**config.mk**
```make
export PLATFORM = sky130hd
export DESIGN_NAME = mem_stage
export DESIGN_NICKNAME = d
export VERILOG_FILES = /design/src/rtl/mem_stage.sv
export SDC_FILE = /design/constraint.sdc
export NUM_CORES = 1
export LEC_CHECK = 0
export ABC_AREA = 1
export CAP_MARGIN = 20
export CORE_MARGIN = 5
export CORE_UTILIZATION = 40
export DETAILED_ROUTE_END_ITERATION = 6
export HOLD_SLACK_MARGIN = 0.03
export PLACE_DENSITY = 0.79
export SLEW_MARGIN = 30
export SYNTH_ARGS = -nofsm -noshare
export SYNTH_HDL_FRONTEND = slang
export SYNTH_SLANG_ARGS = --single-unit
```
**constraint.sdc**
```tcl
create_clock -name clk -period 1.5 [get_ports clk]
set_input_delay 0.225 -clock clk [delete_from_list [all_inputs] [get_ports clk]]
set_output_delay 0.225 -clock clk [all_outputs]
set_load 0.005 [all_outputs]
```
**src/rtl/mem_stage.sv**
```systemverilog
// Memory stage of the pipeline. It issues data-memory requests for aligned
// loads and stores, waits for the handshake with a bounded timeout, resolves
// branches, and drives the MEM/WB pipeline register.
module mem_stage #(
    parameter int unsigned MEM_TIMEOUT = 255
) (
    input  logic        clk,
    input  logic        rst,
    input  logic        i_valid,
    input  logic [1:0]  i_WB,
    input  logic        i_Branch,
    input  logic        i_MemWrite,
    input  logic        i_MemRead,
    input  logic [31:0] i_BranchInst,
    input  logic        i_ZeroFlag,
    input  logic [31:0] i_ALUresult,
    input  logic [31:0] i_Dato2,
    input  logic [4:0]  i_DirWriteReg,
    output logic        mem_req,
    output logic        mem_we,
    output logic [31:0] mem_addr,
    output logic [31:0] mem_wdata,
    input  logic        mem_ack,
    input  logic [31:0] mem_rdata,
    output logic        O_PCSrc,
    output logic [31:0] O_BranchTarget,
    output logic        O_Stall,
    output logic        O_Valid,
    output logic [1:0]  O_WB,
    output logic [31:0] O_ReadData,
    output logic [31:0] O_ALUresult,
    output logic [4:0]  O_DirWriteReg,
    output logic        O_MemErr
);

    typedef enum logic {IDLE, ACCESS} state_t;

    localparam logic [7:0] TIMEOUT = 8'(MEM_TIMEOUT);

    state_t      state_reg, state_next;
    logic [7:0]  cnt_reg, cnt_next;
    // Request captured when the access starts; held stable until it ends.
    logic        we_reg, we_next;
    logic [31:0] addr_reg, addr_next;
    logic [31:0] wdata_reg, wdata_next;
    logic [1:0]  wb_cap_reg, wb_cap_next;
    logic [4:0]  dir_cap_reg, dir_cap_next;
    // MEM/WB pipeline register.
    logic        valid_reg, valid_next;
    logic [1:0]  wb_reg, wb_next;
    logic [31:0] rdata_reg, rdata_next;
    logic [31:0] alu_reg, alu_next;
    logic [4:0]  dir_reg, dir_next;
    logic        err_reg, err_next;

    logic        stall;
    logic        mem_op;
    logic        misaligned;

    assign mem_op     = i_valid & (i_MemRead | i_MemWrite);
    assign misaligned = |i_ALUresult[1:0];

    // Next-state, captured request and MEM/WB contents for this cycle.
    always_comb begin
        state_next   = state_reg;
        cnt_next     = cnt_reg;
        we_next      = we_reg;
        addr_next    = addr_reg;
        wdata_next   = wdata_reg;
        wb_cap_next  = wb_cap_reg;
        dir_cap_next = dir_cap_reg;
        valid_next   = 1'b0;
        wb_next      = 2'b00;
        rdata_next   = 32'd0;
        alu_next     = 32'd0;
        dir_next     = 5'd0;
        err_next     = 1'b0;
        stall        = 1'b0;
        case (state_reg)
            IDLE: begin
                if (mem_op && !misaligned) begin
                    // Start the access; MEM/WB takes a bubble meanwhile.
                    stall        = 1'b1;
                    state_next   = ACCESS;
                    cnt_next     = 8'd1;
                    we_next      = i_MemWrite;
                    addr_next    = i_ALUresult;
                    wdata_next   = i_Dato2;
                    wb_cap_next  = i_WB;
                    dir_cap_next = i_DirWriteReg;
                end else if (mem_op) begin
                    // Misaligned: never reaches memory, writeback suppressed.
                    valid_next = 1'b1;
                    alu_next   = i_ALUresult;
                    dir_next   = i_DirWriteReg;
                    err_next   = 1'b1;
                end else begin
                    valid_next = i_valid;
                    wb_next    = i_WB;
                    alu_next   = i_ALUresult;
                    dir_next   = i_DirWriteReg;
                end
            end
            ACCESS: begin
                if (mem_ack) begin
                    // Acknowledge takes priority over a simultaneous timeout.
                    state_next = IDLE;
                    cnt_next   = 8'd0;
                    valid_next = 1'b1;
                    wb_next    = wb_cap_reg;
                    rdata_next = we_reg ? 32'd0 : mem_rdata;
                    alu_next   = addr_reg;
                    dir_next   = dir_cap_reg;
                end else if (cnt_reg >= TIMEOUT) begin
                    state_next = IDLE;
                    cnt_next   = 8'd0;
                    valid_next = 1'b1;
                    alu_next   = addr_reg;
                    dir_next   = dir_cap_reg;
                    err_next   = 1'b1;
                end else begin
                    stall    = 1'b1;
                    cnt_next = cnt_reg + 8'd1;
                end
            end
            default: state_next = IDLE;
        endcase
    end

    // State, request and MEM/WB registers with synchronous reset.
    always_ff @(posedge clk) begin
        if (rst) begin
            state_reg   <= IDLE;
            cnt_reg     <= 8'd0;
            we_reg      <= 1'b0;
            addr_reg    <= 32'd0;
            wdata_reg   <= 32'd0;
            wb_cap_reg  <= 2'b00;
            dir_cap_reg <= 5'd0;
            valid_reg   <= 1'b0;
            wb_reg      <= 2'b00;
            rdata_reg   <= 32'd0;
            alu_reg     <= 32'd0;
            dir_reg     <= 5'd0;
            err_reg     <= 1'b0;
        end else begin
            state_reg   <= state_next;
            cnt_reg     <= cnt_next;
            we_reg      <= we_next;
            addr_reg    <= addr_next;
            wdata_reg   <= wdata_next;
            wb_cap_reg  <= wb_cap_next;
            dir_cap_reg <= dir_cap_next;
            valid_reg   <= valid_next;
            wb_reg      <= wb_next;
            rdata_reg   <= rdata_next;
            alu_reg     <= alu_next;
            dir_reg     <= dir_next;
            err_reg     <= err_next;
        end
    end

    assign mem_req        = (state_reg == ACCESS);
    assign mem_we         = we_reg;
    assign mem_addr       = addr_reg;
    assign mem_wdata      = wdata_reg;
    assign O_Stall        = stall & ~rst;
    assign O_PCSrc        = i_valid & i_Branch & i_ZeroFlag & ~O_Stall & ~rst;
    assign O_BranchTarget = i_BranchInst;
    assign O_Valid        = valid_reg;
    assign O_WB           = wb_reg;
    assign O_ReadData     = rdata_reg;
    assign O_ALUresult    = alu_reg;
    assign O_DirWriteReg  = dir_reg;
    assign O_MemErr       = err_reg;

endmodule

```
# After elaboration in Yosys (flattened, before gate mapping)
# Index checks and enable logic that the tools add are counted.
word_totals:
  out_inout_bits: 173
  input_bits: 143
  reg_bits: 154
op_classes:
  bitwise: 11
  n_eq_ne: 1
  n_lt_le_gt_ge: 1
  muxes: 29
  addsub: 1
  n_reduce_logical: 5
op_table:
  columns: ["operator", "count"]
  rows:
  - ["$mux 32", 3]
  - ["$pmux 32 s2", 1]
  - ["$mux 8", 3]
  - ["$pmux 8 s2", 1]
  - ["$mux 5", 3]
  - ["$mux 1", 10]
  - ["$pmux 5 s2", 1]
  - ["$add 8x1->8 const B", 1]
  - ["$ge 8x8->1 const B", 1]
  - ["$and 1x1->1", 6]
  - ["$mux 2", 3]
  - ["$pmux 1 s2", 3]
  - ["$not 1->1", 4]
  - ["$pmux 2 s2", 1]
  - ["$reduce_or 4->1", 1]
  - ["$ne 2x2->1 const B", 1]
  - ["$reduce_and 2->1", 1]
  - ["$reduce_or 2->1", 1]
  - ["$logic_and 1x1->1", 1]
  - ["$logic_not 1->1", 1]
  - ["$or 1x1->1", 1]

# Longest topological paths before layout
logic_depth:
  ltp_word: 9
  ltp_mapped: 8
  ltp_nobuf: 8

# Worst setup path after synthesis
# OpenSTA, ideal clock, no wires.
synth_path:
  path_kind: "reg-to-output"
  from: "reg cnt_reg[1]"
  to: "out O_PCSrc"
  setup_slack_ns: 0.196
  path_stages_with_launch: 8
  arrival_ns: 1.079
  cell_sequence: "dfxtp_1 -> ha_1 -> nand2_2 -> nor2_4 -> nand2_4 -> nand2_1 -> nand4_1 -> inv_1"
synth_between:
  elab_chain_cells: 8
synth_lines:
  columns: ["element", "line_no", "source"]
  rows:
  - ["start: declaration", "41", "logic [7:0] cnt_reg, cnt_next;"]
  - ["start signal: assignment", "148", "cnt_reg <= cnt_next;"]
  - ["$ge 8x8->1", "114", "end else if (cnt_reg >= TIMEOUT) begin"]
  - ["$mux 1", "114", null]
  - ["$mux 1", "105", "if (mem_ack) begin"]
  - ["$pmux 1 s2", "79", "case (state_reg)"]
  - ["$and 1x1->1", "167", "assign O_Stall = stall & ~rst;"]
  - ["$not 1->1", "168", "assign O_PCSrc = i_valid & i_Branch & i_ZeroFlag & ~O_Stall & ~rst;"]
  - ["$and 1x1->1 (2 in a row)", "168", null]
  - ["end: declaration", "25", "output logic O_PCSrc,"]
# No other way between the ends.

# Worst setup path after layout
layout_path:
  from: "reg cnt_reg[0]"
  to: "out O_PCSrc"
# The elaborated chain is that of the path after synthesis.

==> flow_summary.yaml <==
run_status:
  status: "complete, but fails checks"
  violations: "setup timing"
final_layout:
  area_growth_pct: 55.04
  final_layout_size_suffix_gt1_share_pct: 19.59
  fin_area_mm2: 0.009364
  layout_common_cells: "nor2_1, clkdlybuf4s50_1, dfxtp_1"
  postLayoutCoreUtil_pct: 62.52
  layout.nets: 1098
  layoutNonFillerInstCount: 1155
  layout_commonest_cell: "nor2_1"
cts:
  cts_buffers: 17
  h-tree-depth: 4
  cts_hold_buf: 0
  clk_latency_ns: 0.42
  clkTransAtPathRegs_ns: 0.06
  cts_tree: "yes"
  clkSinkCount: 154
  clockBufferDepth: 2
  cts_root_buf: "clkbuf_16"
worst_setup_path:
  start_kind: "flip-flop"
  cp.required_ns: 1.27
  endpoint_kind: "output pin"
  rrSetupSlack_ns: 0.06
  reg2regPathDepth: 9
  critPathKind: "reg -> out"
  reg2reg_from: "cnt_reg[0]"
  arrival_ns: 1.44
  critPathMaxFanout: 3
  rr_endpoint: "O_ALUresult[14]"
route:
  wl_per_cell_um: 15.69
  drt_pass1_iterations: 6
  vias: 5559
  drc: 0
  detail-route-antenna-nets: 0
  drtIter0Drc: 298
  finalWirelength_um: 18120
  vias_per_cell: 4.813
die:
  die_w_um: 132.9
  start_util_pct: 40.33
  coreArea_mm2: 0.01498
  die_area_mm2: 0.01766
  num_rows: 45
  ios: 316
  fp.dieH_um: 132.9
global_routing:
  grt_max_degree: 50
  grt_overflow: 0
  antenna_found_initial: 2
  grt_pass1_wl_um: 28230
  grt_pass1_vias: 5412
  grtUsageTotal_pct: 19.93
logic_synthesis:
  ys_types: 28
  synthTopCellsByArea: "dfxtp_1, nor2_1, o21ai_1, nand3_2, nand3_1"
  yosysWarnings: 0
  synth_top_cell_by_area: "dfxtp_1"
  syn_nets: 857
  postSynthAreaPerCell_um2: 8.471
  synth_top_cell_area_share_pct: 51.05
  yosysSeqAreaShare_pct: 51.05
  syn_area_mm2: 0.006040
  async_flop_share_pct: 0
  synth_edf_count: 0
  synth-main-ff-cell: "dfxtp_1"
  ys_ff_latch: 154
  syn_inst: 713
placed_design:
  dp_hpwl_um: 12590
  post-place-ws_ns: -0.3535
  place_inst: 1113
  gp_congestion: 0.8196
  portBuffers: 251
  dpl_cell_area_mm2: 0.008635
pwr:
  vdd_drop_max_v: 0.0007027
  power_leakage_nw: 4.283
  clockPowerShare_pct: 43.1
  p_seq_share_pct: 44.7
  powerDensity_mw_per_mm2: 1035
  fin_total_pwr_mw: 9.693
  p_sw_share_pct: 23.26
  combPwrFrac_pct: 12.2
  p_int_mw: 7.438
  power.switching_mw: 2.255
sta:
  fin_setup_tns_ns: -0.2841
  period_minus_slack_ns: 1.661
  hold_violations: 0
  hold_slack_ns: 0.2148
  clock_skew_ns: 0.01176
  worst_slew_pin_slew_ns: 0.6557
  fmax_ghz: 0.6021
  setup_viol: 2
  layout_setup_ws_ns: -0.1609
  rsz0062_at_grt: "true"
  min_period_over_period_pct: 110.7
  slew_viol_final: 0
  slew-limit-headroom_pct: 56.29
hold_path:
  hold_path_end: "cnt_reg[1]"
  holdPathStages: 3
  min_from: "rst"
  hp-class: "in -> reg"
run:
  cap_violations: 0
power groups by stage:
stage | Sequential [mW] | Clock, mW | Combinational (mW)
after detailed placement | 4.42 | 0 | 1.20
after global routing | 4.35 | 4.41 | 1.28
after CTS | 4.33 | 4.27 | 1.18
after floorplan | 4.43 | 0 | 0.507
final | 4.33 | 4.18 | 1.18
after global placement | 4.42 | 0 | 1.19
worst max-delay path: stages, from the launching register on:
cell     delay (ns)
dfxtp_2        0.35
ha_4           0.16
nand2_4        0.05
nor2_4         0.11
nand2_4        0.07
nand2_4        0.06
nand4_1        0.07
inv_1          0.05
buf_2          0.10
what timing repair did:
item                       in CTS  in global routing
pin swaps                       6                  3
setup endpoints to repair      75                 55
gates cloned                    1                  2
gates resized for setup       101                 23
buffers inserted                8                  2
metal layers:
layer	global-route usage [%]	wire, um	vias up
li1	-	-	2746
met1	22.49	7145	2563
met2	33.94	8951	202
met3	6.274	1384	48
met4	9.873	641	0
met5	0	0	-
cells in the mapped netlist (all sizes together), types with 3 or more instances:
cell and instances:
dfxtp 154, clkbuf 12, buf 68, nand4 3, o21ai 75, nor2 179
a21oi 48, nand2 34, inv 46, nand3 89
cell type report:
cell class,instances,area [um2]
clock inverters,11,121.4
repair buffers,301,2967
clock buffers,19,452.9
flip-flops and latches,154,3107
fillers,1271,5613
well taps,188,235.2
multi-input cells,434,2303
inverters,46,172.7
diodes,2,5.005
logic make-up (layout without fill, tap and decap cells):
kind of cell,Yosys count,in the layout,synth area share (%)
buffers and inverters,126,377,11.46
flip-flops,154,154,51.05
other,0,2,0
AND/OR/NAND/NOR,307,308,24.96
XOR/XNOR,1,1,0.1450
adder cells (fa/ha/maj),1,1,0.2071
AO/OA/AOI/OAI,124,124,12.18
worst max path at each step:
stage	start	end	cells after the start
finish	cnt_reg[0]	O_PCSrc	8
global route	cnt_reg[0]	O_PCSrc	8
CTS	cnt_reg[1]	O_PCSrc	8
detailed placement	i_valid	O_Stall	5
global placement	i_valid	O_Stall	5
floorplan	cnt_reg[1]	O_PCSrc	7
No activity file was read; power rests on OpenSTA's default activity.
